<file path="src/rtl/artec_dma_pkg.sv">
// Shared types and constants for the DMA write-path frame tracking blocks.
package artec_dma_pkg;

  localparam int FB_NUM_DEF = 8;
  localparam int FNUM_W_DEF = $clog2(FB_NUM_DEF);

  typedef logic [FNUM_W_DEF-1:0] fnum_t;

  typedef enum logic [0:0] {
    IDLE = 1'b0,
    HOLD = 1'b1
  } sync_state_e;

endpackage

</file>
<file path="src/rtl/artec_frame_sync_col.sv">
// One frame-buffer column of the sync table: per-channel EOF bits, age
// counter, completion and expiry detection.
// Optional macro ARTEC_FRAME_SYNC_STAT_EN adds the missing-channel mask output.
module artec_frame_sync_col #(
  parameter int CH_NUM  = 5,
  parameter int FNUM_W  = 3,
  parameter int TO_W    = 16,
  parameter int COL_IDX = 0
) (
  input  logic                     clk,
  input  logic                     rstn,
  input  logic [CH_NUM-1:0]        ch_enable_i,
  input  logic [CH_NUM-1:0]        eof_valid_i,
  input  logic [CH_NUM*FNUM_W-1:0] eof_fnum_i,
  input  logic [TO_W-1:0]          timeout_i,
  input  logic                     clear_i,
  output logic                     complete_o,
  output logic                     expire_o
`ifdef ARTEC_FRAME_SYNC_STAT_EN
  ,
  output logic [CH_NUM-1:0]        missing_o
`endif
);

  localparam logic [FNUM_W-1:0] IDX = FNUM_W'(COL_IDX);

  logic [CH_NUM-1:0] bits;
  logic [CH_NUM-1:0] set_hit;
  logic [TO_W-1:0]   age;
  logic              any_en;
  logic              any_set;
  logic              at_limit;

  // Decode which channels deliver an EOF for this column this cycle.
  always_comb begin
    set_hit = '0;
    for (int ch = 0; ch < CH_NUM; ch++) begin
      set_hit[ch] = eof_valid_i[ch] && (eof_fnum_i[ch*FNUM_W +: FNUM_W] == IDX);
    end
  end

  assign any_en     = |ch_enable_i;
  assign any_set    = |(bits & ch_enable_i);
  // Disabled channels count as done; with nothing enabled nothing completes.
  assign complete_o = any_en && (&(bits | ~ch_enable_i));
  assign at_limit   = (timeout_i != '0) && (age == timeout_i);
  // A column that is complete is emitted rather than dropped.
  assign expire_o   = at_limit && any_set && !complete_o;

`ifdef ARTEC_FRAME_SYNC_STAT_EN
  assign missing_o = ch_enable_i & ~bits;
`endif

  // Column bits: clear (emit/drop) beats a same-cycle set; disabled rows held at 0.
  always_ff @(posedge clk) begin
    if (!rstn || clear_i) begin
      bits <= '0;
    end else begin
      bits <= (bits | set_hit) & ch_enable_i;
    end
  end

  // Age counter: zero while empty, counts while pending, holds at the limit or all-ones.
  always_ff @(posedge clk) begin
    if (!rstn || clear_i || !any_set) begin
      age <= '0;
    end else if (!complete_o && !at_limit && (age != '1)) begin
      age <= age + TO_W'(1);
    end
  end

endmodule

</file>
<file path="src/rtl/artec_frame_sync_tracker.sv">
// Multi-channel frame-number synchroniser: collects per-channel EOFs per
// frame buffer, emits a frame once all enabled channels finish it, and
// expires stale partial frames.
// Optional macro ARTEC_FRAME_SYNC_STAT_EN adds drop/sync counters and drop mask.
//
// state | meaning
// IDLE  | no frame offered, sync_valid_o low
// HOLD  | frame sync_fnum_o offered, waiting for sync_ready_i
module artec_frame_sync_tracker
  import artec_dma_pkg::*;
#(
  parameter  int CH_NUM = 5,
  parameter  int FB_NUM = FB_NUM_DEF,
  parameter  int TO_W   = 16,
  localparam int FNUM_W = $clog2(FB_NUM)
) (
  input  logic                     clk,
  input  logic                     rstn,
  input  logic [CH_NUM-1:0]        ch_enable_i,
  input  logic [TO_W-1:0]          timeout_i,
  input  logic [CH_NUM-1:0]        eof_valid_i,
  input  logic [CH_NUM*FNUM_W-1:0] eof_fnum_i,
  output logic                     sync_valid_o,
  input  logic                     sync_ready_i,
  output logic [FNUM_W-1:0]        sync_fnum_o,
  output logic                     drop_o,
  output logic [FNUM_W-1:0]        drop_fnum_o
`ifdef ARTEC_FRAME_SYNC_STAT_EN
  ,
  output logic [31:0]              drop_cnt_o,
  output logic [31:0]              sync_cnt_o,
  output logic [CH_NUM-1:0]        drop_mask_o
`endif
);

  sync_state_e       state;
  logic [FNUM_W-1:0] last_fnum;
  logic [FNUM_W-1:0] sel_fnum;
  logic              sel_found;
  logic              fire;
  logic [FB_NUM-1:0] col_complete;
  logic [FB_NUM-1:0] col_expire;
  logic [FB_NUM-1:0] col_clear;
`ifdef ARTEC_FRAME_SYNC_STAT_EN
  logic [CH_NUM-1:0] col_missing [FB_NUM];
`endif

  for (genvar f = 0; f < FB_NUM; f++) begin : g_col
    artec_frame_sync_col #(
      .CH_NUM  (CH_NUM),
      .FNUM_W  (FNUM_W),
      .TO_W    (TO_W),
      .COL_IDX (f)
    ) u_col (
      .clk         (clk),
      .rstn        (rstn),
      .ch_enable_i (ch_enable_i),
      .eof_valid_i (eof_valid_i),
      .eof_fnum_i  (eof_fnum_i),
      .timeout_i   (timeout_i),
      .clear_i     (col_clear[f]),
      .complete_o  (col_complete[f]),
      .expire_o    (col_expire[f])
`ifdef ARTEC_FRAME_SYNC_STAT_EN
      ,
      .missing_o   (col_missing[f])
`endif
    );
  end

  // Circular priority select starting just after the last emitted frame.
  always_comb begin
    logic [FNUM_W-1:0] idx;
    sel_found = 1'b0;
    sel_fnum  = '0;
    idx       = '0;
    for (int i = 0; i < FB_NUM; i++) begin
      idx = last_fnum + FNUM_W'(i + 1);
      if (!sel_found && col_complete[idx]) begin
        sel_found = 1'b1;
        sel_fnum  = idx;
      end
    end
  end

  // Expiry arbitration: lowest expiring column wins this cycle.
  always_comb begin
    drop_o      = 1'b0;
    drop_fnum_o = '0;
    for (int f = FB_NUM - 1; f >= 0; f--) begin
      if (col_expire[f]) begin
        drop_o      = 1'b1;
        drop_fnum_o = FNUM_W'(f);
      end
    end
  end

  assign fire = sel_found && ((state == IDLE) || sync_ready_i);

  // Clear the column being emitted and the column being dropped.
  always_comb begin
    col_clear = '0;
    for (int f = 0; f < FB_NUM; f++) begin
      col_clear[f] = (fire && (sel_fnum == FNUM_W'(f))) ||
                     (drop_o && (drop_fnum_o == FNUM_W'(f)));
    end
  end

  // Output FSM: latch a frame when idle or when the held one is accepted.
  always_ff @(posedge clk) begin
    if (!rstn) begin
      state        <= IDLE;
      sync_valid_o <= 1'b0;
      sync_fnum_o  <= '0;
      last_fnum    <= '1;
    end else if (fire) begin
      state        <= HOLD;
      sync_valid_o <= 1'b1;
      sync_fnum_o  <= sel_fnum;
      last_fnum    <= sel_fnum;
    end else if ((state == HOLD) && sync_ready_i) begin
      state        <= IDLE;
      sync_valid_o <= 1'b0;
    end
  end

`ifdef ARTEC_FRAME_SYNC_STAT_EN
  // Statistics: handshake count wraps, drop count saturates, mask follows last drop.
  always_ff @(posedge clk) begin
    if (!rstn) begin
      drop_cnt_o  <= '0;
      sync_cnt_o  <= '0;
      drop_mask_o <= '0;
    end else begin
      if (sync_valid_o && sync_ready_i) begin
        sync_cnt_o <= sync_cnt_o + 32'd1;
      end
      if (drop_o) begin
        if (drop_cnt_o != '1) begin
          drop_cnt_o <= drop_cnt_o + 32'd1;
        end
        drop_mask_o <= col_missing[drop_fnum_o];
      end
    end
  end
`endif

endmodule

</file>
<file path="config.mk">
export PLATFORM = sky130hd
export DESIGN_NAME = artec_frame_sync_tracker
export DESIGN_NICKNAME = d
export VERILOG_FILES = /design/src/rtl/artec_dma_pkg.sv /design/src/rtl/artec_frame_sync_col.sv /design/src/rtl/artec_frame_sync_tracker.sv
export SDC_FILE = /design/constraint.sdc
export NUM_CORES = 1
export LEC_CHECK = 0
export CORE_MARGIN = 4
export CORE_UTILIZATION = 60
export CTS_CLUSTER_SIZE = 16
export DETAILED_ROUTE_END_ITERATION = 6
export PLACE_DENSITY = 0.78
export SYNTH_ARGS = -nofsm -noshare
export SYNTH_HDL_FRONTEND = slang
export SYNTH_SLANG_ARGS = --single-unit
</file>
<file path="constraint.sdc">
create_clock -name clk -period 12.5 [get_ports clk]
set_input_delay 1.25 -clock clk [delete_from_list [all_inputs] [get_ports clk]]
set_output_delay 1.25 -clock clk [all_outputs]
set_load 0.005 [all_outputs]
</file>
==> impl_metrics.env <==
export IMPL_outcome="finished clean"
export IMPL_synthMuxAreaShare=0.0136
export IMPL_cts_resized_gates=0
export IMPL_cts_setup_buffers=0
export IMPL_dpl_hpwl_mm=27.3
export IMPL_required_ps=11250
export IMPL_die_h_um=152
export IMPL_synthAdderAreaFrac=0.0101
export IMPL_cts_buffers_inserted=17
export IMPL_initial_core_util=0.611
export IMPL_remaining_drc_errors=0
export IMPL_antenna_left=0
export IMPL_finalHoldViolations=0
export IMPL_p_int_uw=1100
export IMPL_antenna_found_initial=0
export IMPL_grt_max_degree=85
export IMPL_via_count=11972
export IMPL_critPathMaxFanout=17
export IMPL_p_leak_uw=0.00419
export IMPL_fmax_mhz=143
export IMPL_ys_warn_count=0
export IMPL_grt_overflow_total=0
export IMPL_boundaryPins=52
export IMPL_crit_start="ch_enable_i[2]"
export IMPL_regArea_um2=3500
export IMPL_vdd_drop_max_uv=314
export IMPL_p_per_area_nw_per_um2=167
export IMPL_switching_power_uw=1170
export IMPL_n_fill_cell=1718
export IMPL_hold_path_class="register to register"
export IMPL_yosysTopAreaCellShare=0.283
export IMPL_power_switching_share=0.515
export IMPL_cts_root_buf="clkbuf_16"
export IMPL_vias_per_cell=6.70
export IMPL_period_share=0.560
export IMPL_synth_top_family_by_area="compound AO/OA/AOI/OAI gates"
export IMPL_min_period_ps=7000
export IMPL_ys_seq_elements=175
export IMPL_avgRoutedWirePerCell_um=21.8
export IMPL_ys_top_cells_by_area="dfxtp_1 28%, xnor2_1 11%, xor2_1 6.8%"
export IMPL_min_from="sync_fnum_o[0]$_SDFFE_PN0P_"
export IMPL_clk_path_buf_depth=2
export IMPL_mostFrequentLayoutCell="dfxtp_1"
export IMPL_avgSynthCellArea_um2=8.17
export IMPL_drive_gt1_frac=0.0917
export IMPL_reg2reg_from="last_fnum[1]$_SDFFE_PN1P_"
export IMPL_most_common_layout_cells="175 x dfxtp_1, 151 x xnor2_1, 130 x nand2_1"
export IMPL_maxCapViolations=0
export IMPL_netlist_instances=1513
export IMPL_tightest_slew_ps=1160
export IMPL_clkLatencyLatePin_ps=440
export IMPL_cp_end_kind="output pin"
export IMPL_first_pass_iters=7
export IMPL_cts_hold_buf=0
export IMPL_fin_nets=1557
export IMPL_num_antenna_cells=0
export IMPL_place_gp_congestion=0.971
export IMPL_dieArea_um2=23000
export IMPL_clk_pin_slew_worst_paths_ps=70
export IMPL_grt_pass1_vias=11206
export IMPL_holdWs_ps=471
export IMPL_synthXorXnorAreaFrac=0.175
export IMPL_synthArstFlopShare=0
export IMPL_synth_main_ff_cell="dfxtp_1"
export IMPL_h_tree_depth=4
export IMPL_yosysTopAreaCell="dfxtp_1"
export IMPL_grt_pass1_wl_mm=61.5
export IMPL_grt_usage=0.341
export IMPL_yosys_cell_types_count=79
export IMPL_pwr_share_seq=0.264
export IMPL_syn_to_final_growth_pct=9.62
export IMPL_finalSetupViolations=0
export IMPL_multi_input_area_um2=8300
export IMPL_cts_sinks=175
export IMPL_setup_tns_ps=0
export IMPL_synth_seq_area_share=0.283
export IMPL_core_um2=20200
export IMPL_num_rows=52
export IMPL_synth_nets=1567
export IMPL_port_buffers=51
export IMPL_synth_compound_area_frac=0.235
export IMPL_crit_type="input pin to output pin"
export IMPL_cp_start_kind="input pin"
export IMPL_totalWireLength_mm=39.0
export IMPL_dieWidth_um=152
export IMPL_synth_area_um2=12400
export IMPL_slew_viol_final=0
export IMPL_drtIter0Drc=1277
export IMPL_slew_headroom=0.209
export IMPL_synthSimpleGateAreaFrac=0.235
export IMPL_p_clk_frac=0.228
export IMPL_fin_skew_ps=14.3
export IMPL_rsz0062_at_grt="no"
export IMPL_cp_arrival_ps=5750
export IMPL_p_comb_frac=0.508
export IMPL_tritoncts="yes"
export IMPL_synth_edff_count=0
-- cell type report --
type	count	share of cell area
Inverter	31	0.00859
Clock inverter	13	0.00924
Sequential cell	175	0.259
Tap cell	270	0.0249
Timing Repair Buffer	80	0.0538
Multi-Input combinational cell	1198	0.613
Clock buffer	19	0.0320
-- power groups by stage --
stage                     Clock, µW  Combinational [µW]  Sequential (µW)
after floorplan                   0                 857              595
after global placement            0                1110              609
after detailed placement          0                1120              609
after CTS                       520                1130              596
after global routing            545                1210              599
final                           516                1150              597
-- stage by stage --
step	cells	area, µm²	setup WS (ps)	utilization	total power (µW)
floorplan	1513	12400	7770	-	1450
global placement	1754	13000	5830	0.642	1720
detailed placement	1754	13000	5630	0.642	1730
CTS	1786	13500	5650	0.669	2240
global route	1786	13500	5240	0.669	2360
finish	1786	13500	5500	0.669	2260
-- Yosys cell counts, drive strengths merged, types with 4 or more instances --
| master | instances |
|---|---|
| nor2b | 12 |
| mux2i | 10 |
| nand2 | 130 |
| a31oi | 10 |
| nand4 | 61 |
| o21ai | 51 |
| o2111ai | 7 |
| o211ai | 6 |
| o221a | 8 |
| or2 | 9 |
| dfxtp | 175 |
| buf | 24 |
| clkbuf | 85 |
| xor2 | 96 |
| o32a | 4 |
| or4 | 5 |
| inv | 30 |
| a222oi | 8 |
| ha | 10 |
| o22ai | 6 |
| a21oi | 71 |
| nor2 | 96 |
| and4 | 12 |
| nor4 | 31 |
| and3 | 24 |
| a32oi | 11 |
| a211oi | 69 |
| o21a | 5 |
| nand3 | 66 |
| mux2 | 6 |
| xnor2 | 151 |
| nor3 | 57 |
| nor3b | 12 |
| o221ai | 10 |
| a22oi | 7 |
| a2111oi | 58 |
| and2 | 6 |
| nand2b | 31 |
-- flip-flops by register name (all words and copies together) (netlist names) --
name	flops
state	1
g_col.u_col.age	128
last_fnum	3
sync_fnum_o	3
g_col.u_col.bits	40
-- final timing paths --
| check | endpoint | slack, ps | depth (start not counted) |
|---|---|---|---|
| worst min register to register | sync_fnum_o[0]$_SDFFE_PN0P_ | 470 | 2 |
| worst max-delay path | drop_fnum_o[2] | 5500 | 10 |
| worst min-delay path | sync_fnum_o[0]$_SDFFE_PN0P_ | 470 | 2 |
| worst max register to register | g_col[7].u_col.age[0]$_SDFFE_PP0P_ | 7030 | 13 |
-- worst max-delay path: stages --
cell,delay (ps)
clkdlybuf4s50_1,950
inv_1,460
o221ai_1,540
nor2_1,240
a2111oi_0,1060
inv_1,180
o21ai_1,220
nand2b_1,220
a21oi_1,100
clkdlybuf4s50_1,500
-- cells by family after synthesis --
family,count (synthesis)
mux,16
buf+inv,140
flops,175
simple gates,560
compound gates,365
xor+xnor,247
fa+ha+maj,10
-- routing by layer --
layer	wire (µm)	global-route usage
met1	16400	0.471
met2	17100	0.519
met3	3840	0.0717
met4	1560	0.139
met5	0	0
No activity file was read; power rests on OpenSTA's default activity.
